### config.mk
export PLATFORM = sky130hd
export DESIGN_NAME = alu_issue
export DESIGN_NICKNAME = d
export VERILOG_FILES = /design/src/rtl/alu_issue.sv
export SDC_FILE = /design/constraint.sdc
export NUM_CORES = 2
export LEC_CHECK = 0
export BUFFER_PORTS_ARGS = -buffer_cell sky130_fd_sc_hd__buf_2
export CAP_MARGIN = 20
export CELL_PAD_IN_SITES_DETAIL_PLACEMENT = 1
export CELL_PAD_IN_SITES_GLOBAL_PLACEMENT = 2
export CORE_MARGIN = 2
export CORE_UTILIZATION = 30
export DETAILED_ROUTE_END_ITERATION = 8
export GPL_ROUTABILITY_DRIVEN = 1
export PLACE_DENSITY_LB_ADDON = 0.1
export SYNTH_ARGS = -nofsm -noshare
export SYNTH_HDL_FRONTEND = slang
export SYNTH_SLANG_ARGS = --single-unit
### constraint.sdc
create_clock -name clk -period 4.15 [get_ports clk]
set_input_delay 0.2075 -clock clk [delete_from_list [all_inputs] [get_ports clk]]
set_output_delay 0.2075 -clock clk [all_outputs]
set_load 0.005 [all_outputs]
### src/rtl/alu_issue.sv
`default_nettype none
// ============================================================================
// Module   : alu_issue
// Summary  : RV32I OP/OP-IMM execute sequencer that drives an external ALU
//            and writes the ALU result back into its own 32x32 register file.
// Revision : 1.0
// ============================================================================
module alu_issue #(
  parameter int ALU_LAT = 1,
  parameter int XLEN    = 32
) (
  input  logic            clk,
  input  logic            rst_n,
  input  logic            instr_valid,
  output logic            instr_ready,
  input  logic [31:0]     instr,
  output logic [XLEN-1:0] alu_rs1,
  output logic [XLEN-1:0] alu_rs2,
  output logic [2:0]      alu_funct3,
  output logic            alu_funct7,
  input  logic [XLEN-1:0] alu_rd,
  input  logic            alu_z,
  output logic            wb_valid,
  output logic [4:0]      wb_addr,
  output logic [XLEN-1:0] wb_data,
  output logic            zero,
  output logic            illegal,
  input  logic [4:0]      dbg_addr,
  output logic [XLEN-1:0] dbg_data
);

  typedef enum logic [1:0] {
    S_IDLE = 2'd0,
    S_EXEC = 2'd1,
    S_WB   = 2'd2
  } state_t;

  localparam logic [6:0]      c_op_reg   = 7'b0110011;
  localparam logic [6:0]      c_op_imm   = 7'b0010011;
  localparam logic [6:0]      c_f7_alt   = 7'b0100000;
  localparam int              c_cw       = (ALU_LAT > 1) ? $clog2(ALU_LAT) : 1;
  localparam logic [c_cw-1:0] c_cnt_last = c_cw'(ALU_LAT - 1);

  state_t            r_state;
  state_t            w_state_nxt;
  logic [31:0]       r_instr;
  logic [c_cw-1:0]   r_cnt;
  logic [XLEN-1:0]   r_rf [32];
  logic [XLEN-1:0]   r_wb_data;
  logic              r_zero;
  logic              r_illegal;
  logic              w_accept;
  logic              w_legal;
  logic              w_last;
  logic [6:0]        w_in_f7;
  logic [2:0]        w_in_f3;
  logic [6:0]        w_op;

  assign w_in_f7  = instr[31:25];
  assign w_in_f3  = instr[14:12];
  assign w_accept = instr_valid && (r_state == S_IDLE);
  assign w_last   = (r_cnt == c_cnt_last);

  // Decode of the incoming word; only OP and OP-IMM encodings are accepted.
  always_comb begin
    w_legal = 1'b0;
    case (instr[6:0])
      c_op_reg: w_legal = (w_in_f7 == 7'd0) ||
                          ((w_in_f7 == c_f7_alt) && ((w_in_f3 == 3'b000) || (w_in_f3 == 3'b101)));
      c_op_imm: begin
        case (w_in_f3)
          3'b001:  w_legal = (w_in_f7 == 7'd0);
          3'b101:  w_legal = (w_in_f7 == 7'd0) || (w_in_f7 == c_f7_alt);
          default: w_legal = 1'b1;
        endcase
      end
      default:  w_legal = 1'b0;
    endcase
  end

  always_ff @(posedge clk or negedge rst_n) begin
    if (!rst_n) begin
      r_state <= S_IDLE;
    end else begin
      r_state <= w_state_nxt;
    end
  end

  always_comb begin
    w_state_nxt = r_state;
    instr_ready = 1'b0;
    wb_valid    = 1'b0;
    case (r_state)
      S_IDLE: begin
        instr_ready = 1'b1;
        if (instr_valid) begin
          w_state_nxt = w_legal ? S_EXEC : S_IDLE;
        end
      end
      S_EXEC: begin
        if (w_last) begin
          w_state_nxt = S_WB;
        end
      end
      S_WB: begin
        wb_valid    = 1'b1;
        w_state_nxt = S_IDLE;
      end
      default: w_state_nxt = S_IDLE;
    endcase
  end

  always_ff @(posedge clk or negedge rst_n) begin
    if (!rst_n) begin
      r_instr   <= '0;
      r_cnt     <= '0;
      r_wb_data <= '0;
      r_zero    <= 1'b0;
      r_illegal <= 1'b0;
      for (int i = 0; i < 32; i++) begin
        r_rf[i] <= '0;
      end
    end else begin
      r_illegal <= w_accept && !w_legal;
      if (w_accept) begin
        r_instr <= instr;
        r_cnt   <= '0;
      end
      if (r_state == S_EXEC) begin
        r_cnt <= r_cnt + 1'b1;
        if (w_last) begin
          r_wb_data <= alu_rd;
          r_zero    <= alu_z;
        end
      end
      // Entry 0 is never written, so it reads as zero everywhere.
      if ((r_state == S_WB) && (r_instr[11:7] != 5'd0)) begin
        r_rf[r_instr[11:7]] <= r_wb_data;
      end
    end
  end

  assign w_op       = r_instr[6:0];
  assign alu_rs1    = r_rf[r_instr[19:15]];
  assign alu_rs2    = (w_op == c_op_imm) ? {{(XLEN-12){r_instr[31]}}, r_instr[31:20]}
                                         : r_rf[r_instr[24:20]];
  assign alu_funct3 = r_instr[14:12];
  // Only register ops and immediate right shifts carry the alternate-op bit.
  assign alu_funct7 = ((w_op == c_op_reg) ||
                       ((w_op == c_op_imm) && (r_instr[14:12] == 3'b101))) ? r_instr[30] : 1'b0;

  assign wb_addr  = r_instr[11:7];
  assign wb_data  = r_wb_data;
  assign zero     = r_zero;
  assign illegal  = r_illegal;
  assign dbg_data = (dbg_addr == 5'd0) ? '0 : r_rf[dbg_addr];

endmodule
`default_nettype wire

# Yosys cells after proc, flatten, opt, wreduce, memory -nomap -nowiden
# Index checks and enable logic that the tools add are counted.
# totals
ff_bits	1093
output_inout_bits	141
wordCells	105
# classes
n_reduce_logical	19
addsub	1
eq_ne	12
bitwise_logic	5
magnitude_cmp	5
muxes	25
# ops
cell	n
$bwmux W1024	1
$bmux W32 S5	3
$mux W32	9
$demux W32 S5	1
$ge A6 B6 Y1 const B	4
$not A5 Y6	4
$eq A7 B6 Y1 const B	3
$eq A7 B5 Y1 const B	2
$logic_not A7 Y1	1
$eq A3 B3 Y1 const B	2
$logic_and A1 B1 Y1	6
$lt A6 B1 Y1 const B	1
$mux W1	6
$logic_not A5 Y1	1
$reduce_bool A5 Y1	1
$logic_or A1 B1 Y1	4
$mux W2	2
$ne A2 B2 Y1 const B	2
$pmux W1 S2	2
$pmux W2 S2	1
$reduce_and A2 Y1	2
$eq A3 B1 Y1 const B	1
$logic_not A3 Y1	1
$eq A2 B1 Y1 const B	1
other kinds (6)	6

# Logic depth before layout (Yosys ltp)
# depth
ltp_word	8
mapped_depth	9

# Worst setup path before layout
# Ideal clock, no wire load.
# synth_path
kind	register -> output
from	register r_instr[15]
to	output alu_rs1[10]
t_arrival_ns	2.254
required_ns	3.943
stages_incl_launch_ff	6
slack_ns	1.689
path_cell_list	dfrtp_1 -> buf_2 -> buf_1 -> mux4_2 -> mux4_2 -> mux2_2
# synth_between
elab_chain_len	4
# synth_rtl
item	line	text
start: declaration	46	logic [31:0] r_instr;
start signal: assignment	126	r_instr <= instr;
$not A5 Y6 (implied by the code)	144	assign alu_rs1 = r_rf[r_instr[19:15]];
$bmux W32 S5	144	
$mux W32 (implied by the code) (2 in series)	144	
end: declaration	17	output logic [XLEN-1:0] alu_rs1,
# Every way passes these cells. The select of a mux whose other input is x is not followed.

# Worst setup path after layout
# layout_path
from	register r_instr[20]
to	output alu_rs2[31]
# layout_between
elab_chain_len	5
# layout_rtl
item	line	text
$not A5 Y6 (implied by the code)	146	: r_rf[r_instr[24:20]];
$bmux W32 S5	146	
$mux W32 (implied by the code) (2 in series)	146	
$mux W32	145	assign alu_rs2 = (w_op == c_op_imm) ? {{(XLEN-12){r_instr[31]}}, r_instr[31:20]}
end: declaration	18	output logic [XLEN-1:0] alu_rs2,
# Every way passes these cells. The select of a mux whose other input is x is not followed.

==> metrics.md <==
| Metric | Value |
|---|---|
| Synth area leader | `dfrtp_1` |
| Cell family with most CP delay | `compound AO/OA/AOI/OAI gates` |
| DR vias/cell | `5.82` |
| Synth Cell Area | `64700 um2` |
| EDFF count, synth | `0` |
| Max frequency | `0.247 GHz` |
| Status | `finished, final reports clean` |
| WL final | `268 mm` |
| Tcrit/Tclk final | `0.975` |
| Reg-to-Reg End | `r_rf[432]` |
| Slew Viols, Final | `0` |
| Slowest stage delay, CP | `0.76 ns` |
| Setup TNS | `0 ns` |
| Initial Utilization | `0.302` |
| Die Ht | `469 um` |
| Syn. warnings | `0` |
| Register bit total from synthesis | `1093` |
| Ys flop type | `dfrtp_1` |
| Worst setup path startpoint | `r_instr[20]` |
| Layout Nets | `4366` |
| Latest clock arrival within the worst-skew pair | `0.81 ns` |
| Area grow syn2layout | `17.7%` |
| Min-delay worst type | `in -> async` |
| CP Cell Sequence | `buf_12, mux4_2, o21ai_0, o31ai_1, buf_4, buf_2` |
| Crit Path Category | `reg -> out` |
| Clk root buf | `clkbuf_16` |
| Post-synthesis sequential area ratio | `0.423` |
| Post-layout util | `0.355` |
| Wire length per cell | `37.0 um` |
| Number of stages on the worst setup path | `6` |
| GRT Residual Overflow | `0` |
| Maximum VDD drop | `0.350 mV` |
| R2r setup slk | `1.10 ns` |
| Cells after Synth | `4102` |
| Total of max-cap violations | `0` |
| Sink Count | `1093` |
| Async S/R FF share, synth | `1.00` |
| Reg2Reg Depth | `7` |
| Post-DP HPWL | `169 mm` |
| Worst Setup EP | `alu_rs2[31]` |
| Vias in the first global route | `44687` |
| CTS tree | `done` |
| DIE WIDTH | `469 um` |
| Setup violations, final | `0` |
| Buf+Inv Stages, Crit Path | `3` |
| Largest fanout on the critical path | `44` |
| CTS Buf Count | `143` |
| Static Leak | `0.0339 uW` |
| Synth top area share | `0.423` |
| RD Place Congestion | `0.783` |
| Non-filler cells, final | `7251` |
| Setup crit end kind | `primary output` |
| Worst-path clk slew | `0.06 ns` |
| Worst EP arrival | `3.84 ns` |
| RSZ-0062 raised after global routing | `no` |
| Worst slew pin tran | `1.07 ns` |
| Initial DRT Pass Iterations | `5` |
| DR vias | `42232` |
| First-pass GRT wire length | `379 mm` |
| Layout cells sized above 1 | `0.620` |
| Largest buffer count on any clock path | `3` |
| Placed Cells | `6900` |
| # IOs | `214` |
| Nature of the critical path startpoint | `register` |
| Die Area | `220000 um2` |
| Final WS setup | `0.104 ns` |
| Most frequent cells in the layout | `1139 x mux2_2, 1083 x dfrtp_1, 838 x mux4_2, 207 x buf_2, 168 x buf_4` |
| Minimum clock period | `4.05 ns` |
| Top post-synthesis cells by area | `dfrtp_1 42%, mux4_2 29%, mux2_2 20%` |
| Antenna violations before repair | `12` |
| Most common cell after layout, fill and taps aside | `mux2_2` |
| Row cnt | `170` |
| All-Layer GR Usage | `0.246` |
| Worst-case clock skew | `0.0233 ns` |
| # fillers | `21397` |
| Core area | `215000 um2` |
| Crit-path slowest cell | `dfrtp_4` |
| ANT nets after route | `0` |
| Distinct cells, synth | `45` |
| CTS H-Tree Depth | `4` |
| Initial DRC Count | `3240` |
| Reg2reg start | `r_state[0]` |
| Syn_area_per_cell | `15.8 um2` |
| Req. time, crit path | `3.94 ns` |
| Max-slew headroom | `0.287` |
| DRC viols | `0` |
| Largest net degree at the start of global routing | `96` |
| PD cells | `364 nW/um2` |
| Net Count, Synth | `4175` |
| Hold Vio Cnt, Final | `0` |
| PortBufs | `213` |
| Pre-CTS setup slack | `0.431 ns` |
-- per-layer routing --
layer | share of wire | vias up | global-route usage
li1 | - | 16795 | -
met1 | 0.45 | 24112 | 0.348
met2 | 0.48 | 1012 | 0.397
met3 | 0.039 | 311 | 0.0322
met4 | 0.026 | 2 | 0.0657
met5 | 0.000048 | - | 0
-- flip-flops by register name (all words and copies together), names as in the netlist --
register  flops
zero          1
r_rf       1024
r_cnt         1
illegal       1
r_instr      32
wb_data      32
r_state       2
-- per-stage QoR --
step / hold slack (ns) / cell area [um2] / total power [uW]
6_report: 0.0918 / 76200 / 27700
3_3_place_gp: 0.345 / 70200 / 15100
2_1_floorplan: -0.0881 / 64700 / 13200
4_1_cts: 0.0716 / 75900 / 28200
3_5_place_dp: 0.348 / 70400 / 15100
5_1_grt: 0.113 / 76200 / 28800
-- logic make-up (layout without fill, tap and decap cells) --
group / after synthesis / count (layout) / share of synthesized area
AOI/OAI and AO/OA: 174 / 174 / 0.0199
buffers and inverters: 498 / 806 / 0.0336
DFF: 1093 / 1093 / 0.423
muxes: 2081 / 2081 / 0.506
other: 0 / 3 / 0
and+or+nand+nor: 256 / 256 / 0.0179
-- cell usage after synthesis, types with 32 or more instances --
cell type / count
buf_2: 119
mux2_2: 1139
buf_4: 33
dfrtp_1: 1093
clkbuf_1: 268
nor2_1: 38
o22a_1: 40
buf_1: 70
mux4_2: 838
mux2i_1: 87
nand2_1: 134
a22oi_1: 32
-- worst min path at each step --
stage,startpoint,end,slack [ns],depth (start not counted)
finish,rst_n,r_rf[225],0.09,2
global route,rst_n,r_rf[225],0.11,2
CTS,rst_n,r_rf[225],0.07,2
detailed placement,rst_n,r_rf[225],0.35,1
global placement,rst_n,r_rf[161],0.35,1
floorplan,rst_n,illegal,-0.09,0
-- repair_timing --
action,4_1_cts,5_1_grt
resized for setup,5,0
hold buffers,70,0
endpoints found under the hold margin,113,0
setup endpoints to repair,5,2
buffers inserted,4,1
-- where the power goes --
| part | leakage [uW] | total [uW] | switching, uW | internal [uW] |
|---|---|---|---|---|
| Sequential | 0.0151 | 11200 | 353 | 10800 |
| Clock | 0.00237 | 12800 | 5120 | 7640 |
| Combinational | 0.0164 | 3800 | 2280 | 1520 |
| Total | 0.0339 | 27700 | 7760 | 20000 |
-- layout make-up --
| cell class | instances | area, um2 | area share |
|---|---|---|---|
| Timing Repair Buffer | 540 | 4970 | 0.0652 |
| Tap cell | 2838 | 3550 | 0.0466 |
| Clock buffer | 217 | 4310 | 0.0565 |
| Sequential cell | 1093 | 27400 | 0.359 |
| Inverter | 4 | 15.0 | 0.000197 |
| Multi-Input combinational cell | 2511 | 35500 | 0.466 |
| Antenna cell | 3 | 7.51 | 0.0000985 |
| Clock inverter | 45 | 462 | 0.00606 |
Note: power is estimated with default switching activity, not from simulation.
